### config.mk
export PLATFORM = sky130hd
export DESIGN_NAME = wb_to_bus_bridge_flat
export DESIGN_NICKNAME = d
export VERILOG_FILES = /design/src/rtl/wb_to_bus_bridge_if.sv /design/src/rtl/wb_to_bus_bridge.sv /design/src/flat_wrapper.sv
export SDC_FILE = /design/constraint.sdc
export NUM_CORES = 1
export LEC_CHECK = 0
export ABC_AREA = 1
export ABC_CLOCK_PERIOD_IN_PS = 1790
export CAP_MARGIN = 10
export CORE_UTILIZATION = 30
export DETAILED_ROUTE_END_ITERATION = 7
export DONT_BUFFER_PORTS = 1
export PLACE_DENSITY = 0.42
export REMOVE_ABC_BUFFERS = 1
export SYNTH_ARGS = -nofsm -noshare
export SYNTH_HDL_FRONTEND = slang
export SYNTH_SLANG_ARGS = --single-unit
export TNS_END_PERCENT = 30
### constraint.sdc
create_clock -name clock -period 1.79 [get_ports clock]
set_input_delay 0.537 -clock clock [delete_from_list [all_inputs] [get_ports clock]]
set_output_delay 0.537 -clock clock [all_outputs]
set_load 0.01 [all_outputs]
### src/rtl/wb_to_bus_bridge_if.sv
// wb_to_bus_bridge_if
//   Bundles the Wishbone classic slave port and the copperv split-bus master
//   port of wb_to_bus_bridge.
//
//   Modports:
//     slave  - the bridge's view: it is the Wishbone slave and drives the
//              copperv request channels (address/write payload, valids) and
//              the response-side readies.
//     master - the environment's view: the Wishbone initiator plus the
//              copperv target.
//
//   Optional feature macro: WB_ERR_EN adds the wb_err signal.
//
//   Signals:
//     wb_adr/wb_datwr/wb_we/wb_stb/wb_cyc/wb_sel : Wishbone request
//     wb_datrd/wb_ack (/wb_err)                    : Wishbone completion
//     bus_r_addr_*                                 : copperv read address channel
//     bus_r_data_*                                 : copperv read data channel
//     bus_w_data_addr_*, bus_w_data/addr/strobe    : copperv write request
//     bus_w_resp_*                                 : copperv write response
interface wb_to_bus_bridge_if #(
  parameter int unsigned addr_width   = 32,
  parameter int unsigned data_width   = 32,
  parameter int unsigned strobe_width = data_width / 8,
  parameter int unsigned resp_width   = 1
);

  // Wishbone side
  logic [addr_width-1:0]   wb_adr;
  logic [data_width-1:0]   wb_datwr;
  logic [data_width-1:0]   wb_datrd;
  logic                    wb_we;
  logic                    wb_stb;
  logic                    wb_cyc;
  logic [strobe_width-1:0] wb_sel;
  logic                    wb_ack;
`ifdef WB_ERR_EN
  logic                    wb_err;
`endif

  // copperv read channels
  logic                    bus_r_addr_valid;
  logic                    bus_r_addr_ready;
  logic [addr_width-1:0]   bus_r_addr;
  logic                    bus_r_data_valid;
  logic                    bus_r_data_ready;
  logic [data_width-1:0]   bus_r_data;

  // copperv write channels
  logic                    bus_w_data_addr_valid;
  logic                    bus_w_data_addr_ready;
  logic [data_width-1:0]   bus_w_data;
  logic [addr_width-1:0]   bus_w_addr;
  logic [strobe_width-1:0] bus_w_strobe;
  logic                    bus_w_resp_valid;
  logic                    bus_w_resp_ready;
  logic [resp_width-1:0]   bus_w_resp;

  modport slave (
    input  wb_adr,
    input  wb_datwr,
    input  wb_we,
    input  wb_stb,
    input  wb_cyc,
    input  wb_sel,
    output wb_datrd,
    output wb_ack,
`ifdef WB_ERR_EN
    output wb_err,
`endif
    output bus_r_addr_valid,
    input  bus_r_addr_ready,
    output bus_r_addr,
    input  bus_r_data_valid,
    output bus_r_data_ready,
    input  bus_r_data,
    output bus_w_data_addr_valid,
    input  bus_w_data_addr_ready,
    output bus_w_data,
    output bus_w_addr,
    output bus_w_strobe,
    input  bus_w_resp_valid,
    output bus_w_resp_ready,
    input  bus_w_resp
  );

  modport master (
    output wb_adr,
    output wb_datwr,
    output wb_we,
    output wb_stb,
    output wb_cyc,
    output wb_sel,
    input  wb_datrd,
    input  wb_ack,
`ifdef WB_ERR_EN
    input  wb_err,
`endif
    input  bus_r_addr_valid,
    output bus_r_addr_ready,
    input  bus_r_addr,
    output bus_r_data_valid,
    input  bus_r_data_ready,
    output bus_r_data,
    input  bus_w_data_addr_valid,
    output bus_w_data_addr_ready,
    input  bus_w_data,
    input  bus_w_addr,
    input  bus_w_strobe,
    output bus_w_resp_valid,
    input  bus_w_resp_ready,
    output bus_w_resp
  );

endinterface

### src/rtl/wb_to_bus_bridge.sv
// wb_to_bus_bridge
//   Wishbone classic slave that turns each Wishbone cycle into one copperv
//   split-bus transaction (read address + read data, or write request + write
//   response). One transaction is outstanding at a time; requests seen while
//   busy are ignored.
//
//   Ports:
//     clock - clock
//     reset - synchronous, active-high reset
//     bus   - wb_to_bus_bridge_if.slave: Wishbone slave side and copperv
//             master side (see the interface file for the signal list)
//
//   Optional feature macro: WB_ERR_EN
//     Defined   : wb_err exists; a write response other than 1 completes the
//                 Wishbone cycle with a one-cycle wb_err instead of wb_ack.
//     Undefined : bus_w_resp is ignored and every completion acks.
//
//   Timing: all outputs come from registers or are decoded from the state
//   register alone, so there is no combinational input-to-output path. With a
//   target that is always ready, stb sampled in cycle 0 yields wb_ack in
//   cycle 3.
//
//   Abort: if wb_cyc drops while a transaction is in flight, the copperv side
//   still runs to completion (valids are never retracted), read data is still
//   captured, but the Wishbone completion pulse is suppressed.
module wb_to_bus_bridge #(
  parameter int unsigned addr_width   = 32,
  parameter int unsigned data_width   = 32,
  parameter int unsigned strobe_width = data_width / 8
) (
  input logic               clock,
  input logic               reset,
  wb_to_bus_bridge_if.slave bus
);

  typedef enum logic [2:0] {
    StIdle,
    StRaddr,
    StRdata,
    StWreq,
    StWresp,
    StAck
  } state_e;

  state_e                  state_q, state_d;
  logic [addr_width-1:0]   addr_q, addr_d;
  logic [data_width-1:0]   wdata_q, wdata_d;
  logic [strobe_width-1:0] sel_q, sel_d;
  logic [data_width-1:0]   rdata_q, rdata_d;
  // Set once wb_cyc has been seen low during the current transaction; the
  // completion pulse is then skipped even if wb_cyc comes back.
  logic                    abort_q, abort_d;
  logic                    done_abort;

`ifdef WB_ERR_EN
  // Completion kind for the ACK state: 1 = signal wb_err instead of wb_ack.
  logic                    err_q, err_d;
`else
  logic                    unused_resp;
  assign unused_resp = ^bus.bus_w_resp;
`endif

  // The transaction is treated as aborted if wb_cyc is low now or was low at
  // any earlier cycle of it.
  assign done_abort = abort_q || !bus.wb_cyc;

  always_comb begin
    state_d = state_q;
    addr_d  = addr_q;
    wdata_d = wdata_q;
    sel_d   = sel_q;
    rdata_d = rdata_q;
    abort_d = abort_q;
`ifdef WB_ERR_EN
    err_d   = err_q;
`endif

    if (state_q != StIdle && state_q != StAck && !bus.wb_cyc) begin
      abort_d = 1'b1;
    end

    unique case (state_q)
      StIdle: begin
        abort_d = 1'b0;
`ifdef WB_ERR_EN
        err_d   = 1'b0;
`endif
        // stb may be a single-cycle pulse: everything needed is latched here.
        if (bus.wb_cyc && bus.wb_stb) begin
          addr_d  = bus.wb_adr;
          wdata_d = bus.wb_datwr;
          sel_d   = bus.wb_sel;
          state_d = bus.wb_we ? StWreq : StRaddr;
        end
      end

      StRaddr: begin
        if (bus.bus_r_addr_ready) begin
          state_d = StRdata;
        end
      end

      StRdata: begin
        if (bus.bus_r_data_valid) begin
          // Captured even on abort so wb_datrd reflects the completed read.
          rdata_d = bus.bus_r_data;
          state_d = done_abort ? StIdle : StAck;
        end
      end

      StWreq: begin
        if (bus.bus_w_data_addr_ready) begin
          state_d = StWresp;
        end
      end

      StWresp: begin
        if (bus.bus_w_resp_valid) begin
`ifdef WB_ERR_EN
          err_d   = (bus.bus_w_resp != 1);
`endif
          state_d = done_abort ? StIdle : StAck;
        end
      end

      StAck: begin
        state_d = StIdle;
      end

      default: begin
        state_d = StIdle;
      end
    endcase
  end

  always_ff @(posedge clock) begin
    if (reset) begin
      state_q <= StIdle;
      addr_q  <= '0;
      wdata_q <= '0;
      sel_q   <= '0;
      rdata_q <= '0;
      abort_q <= 1'b0;
`ifdef WB_ERR_EN
      err_q   <= 1'b0;
`endif
    end else begin
      state_q <= state_d;
      addr_q  <= addr_d;
      wdata_q <= wdata_d;
      sel_q   <= sel_d;
      rdata_q <= rdata_d;
      abort_q <= abort_d;
`ifdef WB_ERR_EN
      err_q   <= err_d;
`endif
    end
  end

  // Handshake outputs are pure state decodes; payloads come straight from the
  // request registers, so they are stable for the whole request phase.
  assign bus.bus_r_addr_valid      = (state_q == StRaddr);
  assign bus.bus_r_data_ready      = (state_q == StRdata);
  assign bus.bus_w_data_addr_valid = (state_q == StWreq);
  assign bus.bus_w_resp_ready      = (state_q == StWresp);

  assign bus.bus_r_addr   = addr_q;
  assign bus.bus_w_addr   = addr_q;
  assign bus.bus_w_data   = wdata_q;
  assign bus.bus_w_strobe = sel_q;
  assign bus.wb_datrd     = rdata_q;

`ifdef WB_ERR_EN
  assign bus.wb_ack = (state_q == StAck) && !err_q;
  assign bus.wb_err = (state_q == StAck) && err_q;
`else
  assign bus.wb_ack = (state_q == StAck);
`endif

endmodule

### src/flat_wrapper.sv
// flat-port wrapper written by rule: the top's interface ports become plain ports
module wb_to_bus_bridge_flat 
#(
  parameter int unsigned addr_width   = 32,
  parameter int unsigned data_width   = 32,
  parameter int unsigned strobe_width = data_width / 8
)
  (clock, reset, bus_wb_adr, bus_wb_datwr, bus_wb_we, bus_wb_stb, bus_wb_cyc, bus_wb_sel, bus_wb_datrd, bus_wb_ack, bus_bus_r_addr_valid, bus_bus_r_addr_ready, bus_bus_r_addr, bus_bus_r_data_valid, bus_bus_r_data_ready, bus_bus_r_data, bus_bus_w_data_addr_valid, bus_bus_w_data_addr_ready, bus_bus_w_data, bus_bus_w_addr, bus_bus_w_strobe, bus_bus_w_resp_valid, bus_bus_w_resp_ready, bus_bus_w_resp);
  wb_to_bus_bridge_if #(.addr_width(addr_width), .data_width(data_width), .strobe_width(strobe_width), .resp_width((1))) bus_i ();
  input logic clock;
  input logic reset;
  input wire logic [$bits(bus_i.wb_adr)-1:0] bus_wb_adr;
  input wire logic [$bits(bus_i.wb_datwr)-1:0] bus_wb_datwr;
  input wire logic [$bits(bus_i.wb_we)-1:0] bus_wb_we;
  input wire logic [$bits(bus_i.wb_stb)-1:0] bus_wb_stb;
  input wire logic [$bits(bus_i.wb_cyc)-1:0] bus_wb_cyc;
  input wire logic [$bits(bus_i.wb_sel)-1:0] bus_wb_sel;
  output wire logic [$bits(bus_i.wb_datrd)-1:0] bus_wb_datrd;
  output wire logic [$bits(bus_i.wb_ack)-1:0] bus_wb_ack;
  output wire logic [$bits(bus_i.bus_r_addr_valid)-1:0] bus_bus_r_addr_valid;
  input wire logic [$bits(bus_i.bus_r_addr_ready)-1:0] bus_bus_r_addr_ready;
  output wire logic [$bits(bus_i.bus_r_addr)-1:0] bus_bus_r_addr;
  input wire logic [$bits(bus_i.bus_r_data_valid)-1:0] bus_bus_r_data_valid;
  output wire logic [$bits(bus_i.bus_r_data_ready)-1:0] bus_bus_r_data_ready;
  input wire logic [$bits(bus_i.bus_r_data)-1:0] bus_bus_r_data;
  output wire logic [$bits(bus_i.bus_w_data_addr_valid)-1:0] bus_bus_w_data_addr_valid;
  input wire logic [$bits(bus_i.bus_w_data_addr_ready)-1:0] bus_bus_w_data_addr_ready;
  output wire logic [$bits(bus_i.bus_w_data)-1:0] bus_bus_w_data;
  output wire logic [$bits(bus_i.bus_w_addr)-1:0] bus_bus_w_addr;
  output wire logic [$bits(bus_i.bus_w_strobe)-1:0] bus_bus_w_strobe;
  input wire logic [$bits(bus_i.bus_w_resp_valid)-1:0] bus_bus_w_resp_valid;
  output wire logic [$bits(bus_i.bus_w_resp_ready)-1:0] bus_bus_w_resp_ready;
  input wire logic [$bits(bus_i.bus_w_resp)-1:0] bus_bus_w_resp;
  assign bus_i.wb_adr = bus_wb_adr;
  assign bus_i.wb_datwr = bus_wb_datwr;
  assign bus_i.wb_we = bus_wb_we;
  assign bus_i.wb_stb = bus_wb_stb;
  assign bus_i.wb_cyc = bus_wb_cyc;
  assign bus_i.wb_sel = bus_wb_sel;
  assign bus_wb_datrd = bus_i.wb_datrd;
  assign bus_wb_ack = bus_i.wb_ack;
  assign bus_bus_r_addr_valid = bus_i.bus_r_addr_valid;
  assign bus_i.bus_r_addr_ready = bus_bus_r_addr_ready;
  assign bus_bus_r_addr = bus_i.bus_r_addr;
  assign bus_i.bus_r_data_valid = bus_bus_r_data_valid;
  assign bus_bus_r_data_ready = bus_i.bus_r_data_ready;
  assign bus_i.bus_r_data = bus_bus_r_data;
  assign bus_bus_w_data_addr_valid = bus_i.bus_w_data_addr_valid;
  assign bus_i.bus_w_data_addr_ready = bus_bus_w_data_addr_ready;
  assign bus_bus_w_data = bus_i.bus_w_data;
  assign bus_bus_w_addr = bus_i.bus_w_addr;
  assign bus_bus_w_strobe = bus_i.bus_w_strobe;
  assign bus_i.bus_w_resp_valid = bus_bus_w_resp_valid;
  assign bus_bus_w_resp_ready = bus_i.bus_w_resp_ready;
  assign bus_i.bus_w_resp = bus_bus_w_resp;
  wb_to_bus_bridge #(.addr_width(addr_width), .data_width(data_width), .strobe_width(strobe_width)) u_core (.clock(clock), .reset(reset), .bus(bus_i));
endmodule
### After elaboration in Yosys (flattened, before gate mapping)

Cells that the tools add are included.

* bits in registers: 104
* latch bits: 0
* bits in writable memories: 0
* ROM bits: 0
* input port bits: 110
* output and inout port bits: 137
* logic and storage cells: 36
* memories kept: 0

* add/subtract/negate cells: 0
* multiply operators: 0
* div/mod/pow operators: 0
* $lt $le $gt $ge: 0
* equality and inequality tests: 11
* shifts and indexed selects: 0
* multiplexer cells: 8
* bitwise logic cells: 0
* reduce and logical (&&, ||, !) cells: 11

Operators with widths (count)
* 3-bit two-way mux: 6
* 3-bit case mux with 5 select lines: 1
* 3-bit by 2-bit == test with 1-bit output (second input constant): 2
* 3-bit == test (second input constant): 2
* 2-bit by 1-bit != test with 1-bit output (second input constant): 3
* 5-bit AND reduction: 1
* 2-bit != test (second input constant): 2
* 2-bit AND reduction: 2
* 3-bit by 1-bit == test with 1-bit output (second input constant): 1
* 1-bit logical AND: 3
* 3-bit logical NOT: 1
* 3-bit != test (second input constant): 1
* 3-bit nonzero test: 1
* 2-bit two-way mux: 1
* 2-bit OR reduction: 1
* 1-bit logical NOT: 1
* 1-bit logical OR: 1

### Depth between registers and ports, before layout

Gate-level depths: netlist (run 1).

* depth in word-level cells: 5
* gate-level depth with buffers: 8
* mapped depth without buffers: 8

### Worst setup path after synthesis (run 1)

OpenSTA, ideal clock, no wires.

* path type: input to register
* from: input reset
* to: register u_core.wdata_q[20], in the netlist u_core.bus.bus_w_data[20]
* library setup time: 0.070 ns
* arrival time: 1.258 ns
* required time: 1.720 ns
* setup slack: 0.462 ns
* cell stages on the path: 5
* buffers on the path: 2
* cells stage by stage: inv_1 > clkbuf_1 > clkbuf_1 > o21ai_0 > a21oi_1

RTL lines
* start, declared: line flat_wrapper.sv:11 `input logic reset;`
* end signal, assigned: line wb_to_bus_bridge.sv:150 `wdata_q <= wdata_d;`
* end, declared: line wb_to_bus_bridge.sv:47 `logic [data_width-1:0] wdata_q, wdata_d;`

### Worst setup path after layout (run 1)

* from: register u_core.state_q[0]
* to: output bus_bus_r_addr_valid

* longest elaborated chain between the ends: 1

RTL lines
* start, declared: line wb_to_bus_bridge.sv:45 `state_e state_q, state_d;`
* start signal, assigned: line wb_to_bus_bridge.sv:138 `state_q <= StIdle;`
* start signal, assigned: line wb_to_bus_bridge.sv:148 `state_q <= state_d;`
* 3-bit by 1-bit == test with 1-bit output: line wb_to_bus_bridge.sv:162 `assign bus.bus_r_addr_valid = (state_q == StRaddr);`
* end, declared: line flat_wrapper.sv:20 `output wire logic [$bits(bus_i.bus_r_addr_valid)-1:0] bus_bus_r_addr_valid;`

Every way passes these cells.

==> flow_summary.toml, run 1 <==
[cts]
clkSinkCount = 104
clockBufferDepth = 2
root_buffer = "clkbuf_16"
clkTransAtPathRegs_ps = 70
htreeDepth = 3
clk_latency_ps = 340
cts_buffers = 9
cts_tree = "yes"

[sta]
finalCriticalPeriod_ps = 1748
final-setup-viol-count = 0
rsz0062_at_grt = "yes"
period_share_pct = 97.63
hold_viol = 0
slew_headroom_pct = 77.58
drv_slew = 0
worst_slew_pin_slew_ps = 336.3
max_freq_ghz = 0.5722
fin_skew_ps = 8.103

[pwr]
peakVddDrop_mv = 0.5258
p_per_area_nw_per_um2 = 1592
total_power_w = 0.007004
leakage_nw = 1.741

[layout]
area_growth_pct = 7.389
fin_util_pct = 33.10
seqCellArea_um2 = 2083
antennaDiodeCount = 0
multi_input_area_um2 = 1304
n_fill_cell = 1404
layout.nets = 593
final_layout_size_suffix_gt1_share_pct = 7.377

[place]
port_buffers = 0
gp_congestion = 0.7238
dp_hpwl_mm = 6.797

[outcome]
status = "finished clean"

[die]
dieHeight_um = 118.9
die_area_um2 = 14130
rows = 42
fp.coreArea_um2 = 13300
fp.dieW_um = 118.9
initial_core_util_pct = 30.82
pin_count = 247

[setup_path]
cp_cell_sequence = "buf_4, nand2_1, nor2_1"
endpoint_kind = "output port"
r2r_cells = 5
crit_arrival_ps = 1210
crit_path_start = "u_core.state_q[0]"
slowest_stage = "dfxtp_1"
r2r_slack_ps = 220
slowest_delay_ps = 380
startpoint_type = "flip-flop"
r2r_start = "u_core.state_q[2]"
crit_type = "flip-flop to output port"
cp_max_fo = 8
cp.required_ps = 1250
rr_endpoint = "u_core.bus.bus_w_data[23]"
endpoint = "bus_bus_r_addr_valid"

[synth]
yosysMostFrequentCell = "dfxtp_1"
synth_compound_gate_area_share_pct = 21.07
ys_ff_latch = 104
yosys-top-cells-count = "104 x dfxtp_1, 96 x o21ai_0, 84 x inv_1"
asyncSetResetFlopFracSynth_pct = 0
synth_top_family_by_area = "compound AO/OA/AOI/OAI gates"
yosys.area_share.adder_pct = 0
ys_warn_count = 0
yosys.area.top_type = "dfxtp_1"
synth.yosys.seq_area_share_pct = 50.81
synthCells = 524
synth-simple-area-share_pct = 10.50
synth_edf_count = 0
synth_top_area_share_pct = 50.81
synth_area_per_cell_um2 = 7.820
synthTopCellsByArea = "dfxtp_1 51%, o21ai_0 12%, a21oi_1 8.7%"
synthMuxAreaShare_pct = 0
syn_area_um2 = 4098
ys_types = 22
synth-main-ff-cell = "dfxtp_1"
synth_xor_area_share_pct = 0

[worst_hold_path]
worstHoldPathType = "primary input to flip-flop"
hold_depth = 1

[grt]
grt_max_degree = 50
gr-total-overflow = 0
grt_pass1_wl_mm = 14.59
grt_util_all_layers_pct = 13.24
antenna_found_initial = 0
grt_pass1_vias = 2865

[routing]
drcViolationCount = 0
avgRoutedWirePerCell_um = 14.37
routed_wl_mm = 9.541
first_pass_iters = 4
drt_iter0_drc = 139
vias_per_cell = 4.583
vias = 3043
drtAntennaViolNets = 0

[flow_run]
maxCapViolCount = 0
[cell usage in the layout, fill, tap and decap left out, drive strengths merged]
master | netlist | final
nand2 | 13 | 13
nand3 | 7 | 7
dfxtp | 104 | 104
nor2 | 75 | 75
o21ai | 100 | 100
a21oi | 71 | 71
o21a | 1 | 1
clkbuf | 19 | 11
clkinvlp | 0 | 2
nand3b | 1 | 1
buf | 45 | 12
nor4 | 1 | 1
nor3 | 3 | 3
bufinv | 0 | 3
inv | 84 | 84
[what timing repair did]
action,4_1_cts,5_1_grt
gates resized for setup,2,3
pin swaps,0,0
setup buffers,0,0
endpoints found under the setup margin,2,3
hold buffers,0,0
[through the flow]
step,hold WS (ps),setup TNS (ps),cell area (um2),setup slack [ps],instances
3_5_place_dp,485.5,0,4051,197.0,648
4_1_cts,224.3,0,4395,13.35,664
6_report,245.0,0,4400,42.47,664
2_1_floorplan,469.6,-17340,3691,-191.8,460
3_3_place_gp,481.1,0,4051,271.6,648
5_1_grt,230.0,-10.60,4400,-10.60,664
[logic make-up after synthesis]
family / count (synthesis)
AO/OA/AOI/OAI: 172
buffers and inverters: 148
flip-flops: 104
AND/OR/NAND/NOR: 100
[worst min path at each step]
stage	startpoint	to	slack, ps
after floorplan	u_core.bus.bus_w_data[0]	u_core.bus.bus_w_data[0]	470
after global placement	u_core.bus.bus_w_data[31]	u_core.bus.bus_w_data[31]	480
after detailed placement	u_core.bus.bus_w_data[18]	u_core.bus.bus_w_data[18]	490
after CTS	reset	u_core.state_q[1]	220
after global routing	reset	u_core.state_q[1]	230
final	reset	u_core.state_q[1]	240
[flip-flops by register name, summed over array words and instances, names as in the netlist]
name                     flops
u_core.abort_q               1
u_core.bus.bus_r_addr       32
u_core.bus.bus_w_data       32
u_core.bus.bus_w_strobe      4
u_core.bus.wb_datrd         32
u_core.state_q               3
[cell type report]
class | count | area share (%)
Clock buffer | 11 | 5.289
Clock inverter | 5 | 2.388
Sequential cell | 104 | 47.34
Multi-Input combinational cell | 272 | 29.63
Timing Repair Buffer | 12 | 3.185
Tap cell | 176 | 5.004
Inverter | 84 | 7.165
[layer usage]
layer | share of wire (%) | global-route usage [%] | up-vias | wire length (um)
met3 | 9.7 | 4.837 | 16 | 924
met5 | 0 | 0 | - | 0
met4 | 2.1 | 6.883 | 0 | 199
met1 | 42 | 15.18 | 1326 | 4015
li1 | - | - | 1549 | -
met2 | 46 | 21.53 | 152 | 4402
[power breakdown]
part	leakage (nW)	total, W	internal [W]	switching [W]
Combinational	0.735	0.00125	0.000461	0.000792
Clock	0.156	0.00222	0.00137	0.000850
Sequential	0.850	0.00353	0.00283	0.000707
[worst max-delay path, delay by kind of cell (launching register included)]
family | cells | cell delay, ps
buffers and inverters | 1 | 180
DFF | 1 | 380
and+or+nand+nor | 2 | 320
(Power assumes the default switching activity.)
==> inputs of run 2 (changes only) <==
CORE_UTILIZATION = 40   (was 30)
PLACE_DENSITY = 0.52   (was 0.42)
==> run 2 against run 1 <==
Final area is 5.5% lower. Clock-buffer cell count is 1 lower. Via count is 2.1% lower. Die area is 25% lower. Critical path depth is 1 higher. Non-clock buffer count is 6 lower. Core utilization is 9.1 points higher. Combinational power is 9% lower.
==> flow_summary.toml, run 2 (synthesis results as in run 1) <==
[sta]
period_share_pct = 96.99
worst_hold_slack_ps = 231.5
slew_headroom_pct = 75.50
hold_viol = 0
max_freq_ghz = 0.5760
drv_slew = 0
fin_skew_ps = 15.13
final-setup-viol-count = 0
worst_slew_pin_slew_ps = 367.6
finalCriticalPeriod_ps = 1736

[routing]
drt_iter0_drc = 53
avgRoutedWirePerCell_um = 14.55
routed_wl_mm = 8.950
vias_per_cell = 4.846
first_pass_iters = 4
drtAntennaViolNets = 0
vias = 2980
drcViolationCount = 0

[pwr]
p_per_area_nw_per_um2 = 1495
total_power_w = 0.006219
leakage_nw = 1.656
peakVddDrop_mv = 0.6150

[grt]
grt_pass1_vias = 2684
grt_pass1_wl_mm = 12.26
gr-total-overflow = 0
antenna_found_initial = 1
grt_util_all_layers_pct = 15.17
grt_max_degree = 102

[die]
die_area_um2 = 10650
initial_core_util_pct = 41.54
dieHeight_um = 103.2
pin_count = 247
fp.coreArea_um2 = 9864
rows = 36
fp.dieW_um = 103.2

[place]
port_buffers = 0
dp.cells = 599
placed_area_um2 = 3940
dp_hpwl_mm = 6.146
gp_congestion = 0.8436

[setup_path]
cp_max_fo = 4
endpoint_kind = "output port"
slowest_delay_ps = 400
startpoint_type = "flip-flop"
cp.required_ps = 1250
crit_family = "flip-flops"
cp_cell_sequence = "inv_1, nor2_4, nand2_2, inv_1"
crit_type = "flip-flop to output port"
crit_arrival_ps = 1200
crit_buf_inv = 2
slowest_stage = "dfxtp_2"
cp_common_cell = "inv_1"

[cts]
htreeDepth = 3
root_buffer = "clkbuf_8"
clk_latency_ps = 370
holdBufCountCts = 0
clockBufferDepth = 2
clkSinkCount = 104
clkTransAtPathRegs_ps = 90
cts_buffers = 9
cts_tree = "yes"

[layout]
multi_input_area_um2 = 1299
final_common_cell = "dfxtp_1"
layout_common_cells = "101 x dfxtp_1, 96 x o21ai_0, 83 x inv_1"
fin_util_pct = 42.16
area_growth_pct = 1.496
antennaDiodeCount = 0
n_fill_cell = 1001
layout.nets = 587
final_cells = 615
fin_area_um2 = 4159
final_layout_size_suffix_gt1_share_pct = 6.432
seqCellArea_um2 = 2086

[outcome]
status = "finished clean"

[flow_run]
maxCapViolCount = 0

[worst_hold_path]
worstHoldPathType = "primary input to flip-flop"
run 2: metrics by stage:
stage / setup TNS [ps] / setup slack (ps)
after floorplan: -17340 / -191.8
after global placement: 0 / 337.9
after detailed placement: 0 / 304.8
after CTS: 0 / 10.56
after global routing: -6.940 / -6.940
final: 0 / 53.88
run 2: repair_timing:
action	4_1_cts	5_1_grt
gates resized for setup	2	2
setup buffers	0	0
endpoints found under the setup margin	5	3
run 2: final timing paths:
path / from / cells past startpoint / to / slack, ps
worst max-delay path: u_core.state_q[1] / 4 / bus_bus_r_data_ready / 50
worst min-delay path: reset / 1 / u_core.state_q[1] / 230
worst max register to register: u_core.state_q[2] / 5 / u_core.bus.bus_w_data[4] / 380
worst min register to register: u_core.bus.bus_w_data[16] / 2 / u_core.bus.bus_w_data[16] / 490
run 2: cell type report:
type                       instances  area share (%)
sequential                       104           50.15
inverter                          84           7.581
timing repair buffer               6           1.986
clock inverter                     6           1.745
multi-input combinational        272           31.23
clock buffer                      10           3.309
tap                              133           4.001
run 2: routing by layer:
layer	share of wire (%)	wire length, um	global-route usage [%]	vias up
li1	-	-	-	1528
met1	40	3564	15.38	1285
met2	47	4233	26.05	149
met3	11	1019	7.728	16
met4	1.3	119	7.042	2
met5	0.15	13	0	-
run 2: report_power, final:
group,leakage (nW),internal [W],total (W),switching (W)
Sequential,0.851,0.00283,0.00356,0.000729
Combinational,0.702,0.000404,0.00114,0.000736
Clock,0.104,0.000703,0.00152,0.000819
